$ cat src/rtl/rx_arb_pkg.sv
// Shared types and constants for the RX FIFO arbiter.
// Imported by the serializer and the arbiter top.
package rx_arb_pkg;

  typedef enum logic [1:0] {
    IDLE,
    PULL,
    CAPTURE,
    SEND
  } state_t;

  localparam logic CH_09 = 1'b0;
  localparam logic CH_24 = 1'b1;

  localparam int WORD_W = 32;
  localparam int BYTE_W = 8;

  function automatic logic [7:0] sat_inc(input logic [7:0] v);
    return (v == 8'hff) ? v : v + 8'd1;
  endfunction

endpackage

$ cat src/rtl/rx_word_serializer.sv
// Holds one 32-bit I/Q word and emits it MSB byte first
// over a valid/ready handshake; done pulses on the last accept.
module rx_word_serializer
  import rx_arb_pkg::*;
(
  input  logic              i_sys_clk,
  input  logic              i_rst_b,
  input  logic              load,
  input  logic [WORD_W-1:0] word,
  output logic [BYTE_W-1:0] data,
  output logic              valid,
  input  logic              ready,
  output logic              last,
  output logic              done
);

  logic [WORD_W-1:0] word_q;
  logic [1:0]        idx_q;
  logic              valid_q;

  always_ff @(posedge i_sys_clk or negedge i_rst_b) begin
    if (!i_rst_b) begin
      word_q  <= '0;
      idx_q   <= 2'd3;
      valid_q <= 1'b0;
    end else if (load) begin
      word_q  <= word;
      idx_q   <= 2'd3;
      valid_q <= 1'b1;
    end else if (done) begin
      idx_q   <= 2'd3;
      valid_q <= 1'b0;
    end else if (valid_q && ready) begin
      idx_q <= idx_q - 2'd1;
    end
  end

  assign data  = word_q[{idx_q, 3'b000} +: BYTE_W];
  assign valid = valid_q;
  assign last  = valid_q && (idx_q == 2'd0);
  assign done  = last && ready;

endmodule

$ cat src/rtl/rx_fifo_arbiter.sv
// Round-robin, burst-bounded scheduler feeding the SMI byte
// stream from the 0.9 GHz and 2.4 GHz RX sample FIFOs.
module rx_fifo_arbiter
  import rx_arb_pkg::*;
#(
  parameter int BURST_LEN = 16
) (
  input  logic        i_sys_clk,
  input  logic        i_rst_b,
  input  logic [1:0]  i_ch_en,
  output logic        o_fifo_09_pull,
  input  logic [31:0] i_fifo_09_data,
  input  logic        i_fifo_09_empty,
  output logic        o_fifo_24_pull,
  input  logic [31:0] i_fifo_24_data,
  input  logic        i_fifo_24_empty,
  output logic [7:0]  o_byte,
  output logic        o_byte_valid,
  input  logic        i_byte_ready,
  output logic        o_byte_ch,
  output logic        o_byte_last,
  output logic [1:0]  o_grant
);

  localparam logic [7:0] BL = 8'(BURST_LEN);

  state_t      state_q;
  state_t      state_d;
  logic        ptr_q;
  logic        ch_q;
  logic [7:0]  cnt_q;
  logic [7:0]  cnt_inc;
  logic [1:0]  grant_q;
  logic [1:0]  pull_q;
  logic [1:0]  pull_d;
  logic [1:0]  elig;
  logic        pick;
  logic        start;
  logic        cont;
  logic        go_pull;
  logic        next_ch;
  logic        done;
  logic        load;
  logic [WORD_W-1:0] word;

  assign elig    = i_ch_en & ~{i_fifo_24_empty, i_fifo_09_empty};
  assign cnt_inc = sat_inc(cnt_q);

  always_ff @(posedge i_sys_clk or negedge i_rst_b) begin
    if (!i_rst_b) state_q <= IDLE;
    else          state_q <= state_d;
  end

  always_comb begin
    state_d = state_q;
    unique case (state_q)
      IDLE:    if (|elig) state_d = PULL;
      PULL:    state_d = CAPTURE;
      CAPTURE: state_d = SEND;
      SEND:    if (done) state_d = cont ? PULL : IDLE;
      default: state_d = IDLE;
    endcase
  end

  // Burst limit only matters while the other channel is waiting.
  always_comb begin
    pick = CH_09;
    unique case (elig)
      2'b11:   pick = ptr_q;
      2'b10:   pick = CH_24;
      default: pick = CH_09;
    endcase
    cont    = elig[ch_q] && ((cnt_inc < BL) || !elig[~ch_q]);
    start   = (state_q == IDLE) && (|elig);
    next_ch = start ? pick : ch_q;
    go_pull = start || ((state_q == SEND) && done && cont);
    pull_d  = '0;
    if (go_pull) pull_d = next_ch ? 2'b10 : 2'b01;
  end

  always_ff @(posedge i_sys_clk or negedge i_rst_b) begin
    if (!i_rst_b) begin
      ptr_q   <= CH_09;
      ch_q    <= CH_09;
      cnt_q   <= '0;
      grant_q <= '0;
      pull_q  <= '0;
    end else begin
      pull_q <= pull_d;
      if (start) begin
        ch_q    <= pick;
        grant_q <= pick ? 2'b10 : 2'b01;
        cnt_q   <= '0;
      end
      if ((state_q == SEND) && done) begin
        cnt_q <= cnt_inc;
        if (!cont) begin
          grant_q <= '0;
          ptr_q   <= ~ch_q;
        end
      end
    end
  end

  assign load = (state_q == CAPTURE);
  assign word = ch_q ? i_fifo_24_data : i_fifo_09_data;

  rx_word_serializer u_ser (
    .i_sys_clk (i_sys_clk),
    .i_rst_b   (i_rst_b),
    .load      (load),
    .word      (word),
    .data      (o_byte),
    .valid     (o_byte_valid),
    .ready     (i_byte_ready),
    .last      (o_byte_last),
    .done      (done)
  );

  assign o_fifo_09_pull = pull_q[0];
  assign o_fifo_24_pull = pull_q[1];
  assign o_grant        = grant_q;
  assign o_byte_ch      = ch_q;

endmodule

$ cat config.mk
export PLATFORM = sky130hd
export DESIGN_NAME = rx_fifo_arbiter
export DESIGN_NICKNAME = d
export VERILOG_FILES = /design/src/rtl/rx_arb_pkg.sv /design/src/rtl/rx_word_serializer.sv /design/src/rtl/rx_fifo_arbiter.sv
export SDC_FILE = /design/constraint.sdc
export NUM_CORES = 1
export LEC_CHECK = 0
export BUFFER_PORTS_ARGS = -buffer_cell sky130_fd_sc_hd__buf_2
export CORE_UTILIZATION = 35
export DETAILED_ROUTE_END_ITERATION = 16
export GPL_ROUTABILITY_DRIVEN = 0
export REMOVE_ABC_BUFFERS = 1
export SLEW_MARGIN = 20
export SYNTH_ARGS = -nofsm -noshare
export SYNTH_HDL_FRONTEND = slang
export SYNTH_HIERARCHICAL = 1
export SYNTH_SLANG_ARGS = --single-unit
export TNS_END_PERCENT = 20
$ cat constraint.sdc
create_clock -name i_sys_clk -period 2.7 [get_ports i_sys_clk]
set_input_delay 0 -clock i_sys_clk [delete_from_list [all_inputs] [get_ports i_sys_clk]]
set_output_delay 0 -clock i_sys_clk [all_outputs]
set_load 0.02 [all_outputs]
==> flow_summary.yaml <==
yosys:
  ys_ff_latch: 51
  synthTopCellsByArea: "dfrtp_1 41%, mux2_2 20%, mux4_2 5.3%"
  netlist.area_leader.share_pct: 41.3
  synthArstFlopShare_pct: 100
  yosysSeqAreaShare_pct: 43.1
  synth_largest_area_cell: "dfrtp_1"
  yosysMostFrequentCell: "mux2_2"
  avgSynthCellArea_um2: 12.3
  synth_edf_count: 0
  netlist_area_um2: 2970
  synth_common_cells: "52 x mux2_2, 49 x dfrtp_1, 13 x mux2_1"
  yosysWarnings: 6
  synth_flop_cell: "dfrtp_1"
  netlist_instances: 242
  synth_cell_types: 51
job:
  maxCapViolCount: 0
placed_design:
  port_buffers: 85
  dp_cells: 420
  hpwl_mm: 4.36
detailed_routing:
  wl_per_cell_um: 13.6
  firstDrtPassIters: 4
  drc_errors: 0
  avgViaCountPerCell: 5.11
  drt_iter0_drc: 102
  postRouteAntennaNets: 0
  wl_mm: 5.82
  vias: 2191
clock_network:
  cts_resized: 0
  cts_tree: "built"
  cts_buffers: 5
  clockBufferDepth: 2
  post_cts_buffers: 0
  clk_latency_ns: 0.31
  ctsRootBufferMaster: "clkbuf_8"
  clock_sink_count: 51
  clk_pin_slew_worst_paths_ns: 0.09
  htreeDepth: 2
timing:
  fmax_ghz: 0.460
  rsz0062_at_grt: "no"
  setup-violations-final: 0
  fin_tns_setup_ns: 0
  fin_crit_sh_pct: 80.5
  slew_violations: 0
  fin_skew_ns: 0.0140
  finalHoldViolations: 0
  worstMarginPinSlew_ns: 0.665
  period_minus_slack_ns: 2.17
  slew_headroom_pct: 55.7
power_and_ir_drop:
  switching_share_pct: 35.9
  power.share.clock_pct: 12.9
  switchingPower_mw: 1.24
  pwr-share-seq_pct: 39.2
  ir_drop_v: 0.000435
  combinationalPowerShare_pct: 47.9
  internal-power_mw: 2.21
  power.density_nw_per_um2: 971
  leakagePower_nw: 1.63
critical_path:
  worstPathRequired_ns: 2.92
  reg2reg_to: "o_grant[0]"
  critPathCaptureType: "flip-flop"
  worstSetupPathDepth: 5
  r2r_cells: 5
  max_stage_delay_ns: 0.53
  arrival_ns: 2.39
  cp_slowest_cell: "a222oi_1"
  critical_path_class: "reg2reg"
  cp_cell_sequence: "ha_1, a311o_1, a222oi_1, a31oi_1, a211oi_2"
  worstSetupStartpointType: "flip-flop"
  reg2reg_from: "cnt_q[0]"
  r2r_slack_ns: 0.53
  cp_num_buf_inv: 0
  critPathTopFamily: "compound AO/OA/AOI/OAI gates"
  cp_max_fo: 6
cells_and_area:
  final_cell_count_no_fill: 429
  nets: 399
  antenna_cells: 0
  drive_above_1_share_pct: 52.2
  syn_to_final_growth_pct: 19.6
floorplan:
  rows: 33
  dieArea_um2: 8850
  core_area_um2: 8220
  pin_count: 86
  die_w_um: 94.1
  start_util_pct: 36.1
  die-height_um: 94.1
global_routing:
  antenna_found_initial: 0
  grt_pass1_wl_mm: 9.85
  overflow: 0
  grt_max_degree: 36
  grt_pass1_vias: 2110
  grtUsageTotal_pct: 14.3
run_status:
  status: "finished, final reports clean"
min_path:
  hold_class: "in2reg"
  hold_depth: 3
  holdPathEnd: "u_ser/valid"
  min_from: "i_byte_ready"
-- per-stage QoR --
stage / setup slack, ns / util (%) / hold slack, ns / total power [mW] / area, um^2
detailed placement: 0.549 / 42.0 / 0.0830 / 3.05 / 3450
global route: 0.354 / 43.2 / 0.0152 / 3.71 / 3550
floorplan: 0.741 / - / -0.296 / 2.57 / 2860
finish: 0.528 / 43.2 / 0.0175 / 3.45 / 3550
global placement: 0.570 / 42.0 / 0.0784 / 3.01 / 3450
CTS: 0.518 / 43.2 / 0.00223 / 3.51 / 3550
-- worst reg2reg max path: stages, from the launching register on --
cell	delay (ns)
dfrtp_1	0.43
ha_1	0.28
a311o_1	0.37
a222oi_1	0.53
a31oi_1	0.23
a211oi_2	0.25
-- how the worst max path moves through the flow --
stage                     slack (ns)          to     start
final                           0.53  o_grant[0]  cnt_q[0]
after CTS                       0.52  o_grant[0]  cnt_q[0]
after global routing            0.35  o_grant[0]  cnt_q[0]
after detailed placement        0.55  o_grant[0]  cnt_q[0]
after global placement          0.57  o_grant[0]  cnt_q[0]
after floorplan                 0.74  o_grant[0]  cnt_q[0]
-- routing by layer --
layer	up-vias	wire [um]	GRT usage (%)
met1	1060	2540	17.8
met3	8	248	3.07
met4	0	93	4.74
li1	1065	-	-
met2	58	2940	24.5
met5	-	0	0
-- registers in the layout, summed over array words and instances (netlist names) --
name and flops:
state_q 2, u_ser/idx_q 2, pull_q 2, o_grant 2, o_byte_ch 1, u_ser/valid 1
cnt_q 8, ptr_q 1, u_ser/word_q 32
-- cell usage in the layout, fill, tap and decap left out, types with 2 or more instances in the layout --
cell	netlist	final
nand2_1	10	10
inv_1	6	6
o21ai_0	8	8
dfrtp_1	49	49
nor3b_1	2	2
buf_4	3	2
o21bai_1	2	2
clkbuf_8	0	5
buf_2	3	85
dfstp_2	2	2
o211a_1	2	2
a21oi_1	10	10
nor3_1	3	3
a31oi_1	3	3
mux2_2	52	52
and4_4	2	2
nor2_1	6	6
mux2_1	13	13
ha_1	5	5
mux4_2	7	7
nand3_1	9	9
a21o_1	3	3
and3_1	3	3
nand4_1	4	4
o21ai_1	2	2
-- power groups by stage --
| stage | clock network (mW) | registers (mW) | logic [mW] |
|---|---|---|---|
| floorplan | 0 | 1.38 | 1.19 |
| global placement | 0 | 1.36 | 1.65 |
| global route | 0.506 | 1.41 | 1.80 |
| CTS | 0.469 | 1.36 | 1.68 |
| finish | 0.445 | 1.35 | 1.65 |
| detailed placement | 0 | 1.38 | 1.68 |
-- final cells by class --
class                   count  area [um^2]
clock inverters             3         22.5
repair buffers             89          470
inverters                   6         22.5
flip-flops and latches     51         1280
multi-input cells         170         1560
well taps                 105          131
fillers                   812         4670
clock buffers               5         68.8
-- cells by family (layout without fill, tap and decap cells) --
family                   Yosys count  after routing  share of synthesized area (%)
flip-flops                        51             51                           43.1
adder cells (fa/ha/maj)            5              5                           2.11
multiplexers                      73             73                           30.9
AO/OA/AOI/OAI                     42             42                           9.65
AND/OR/NAND/NOR                   50             50                           9.82
buffers and inverters             21            103                           4.47
-- repair_timing --
action | 4_1_cts | 5_1_grt
hold endpoints to repair | 27 | 0
hold buffers | 1 | 0
setup endpoints to repair | 0 | 0
Power figures use the tool's default switching activity.
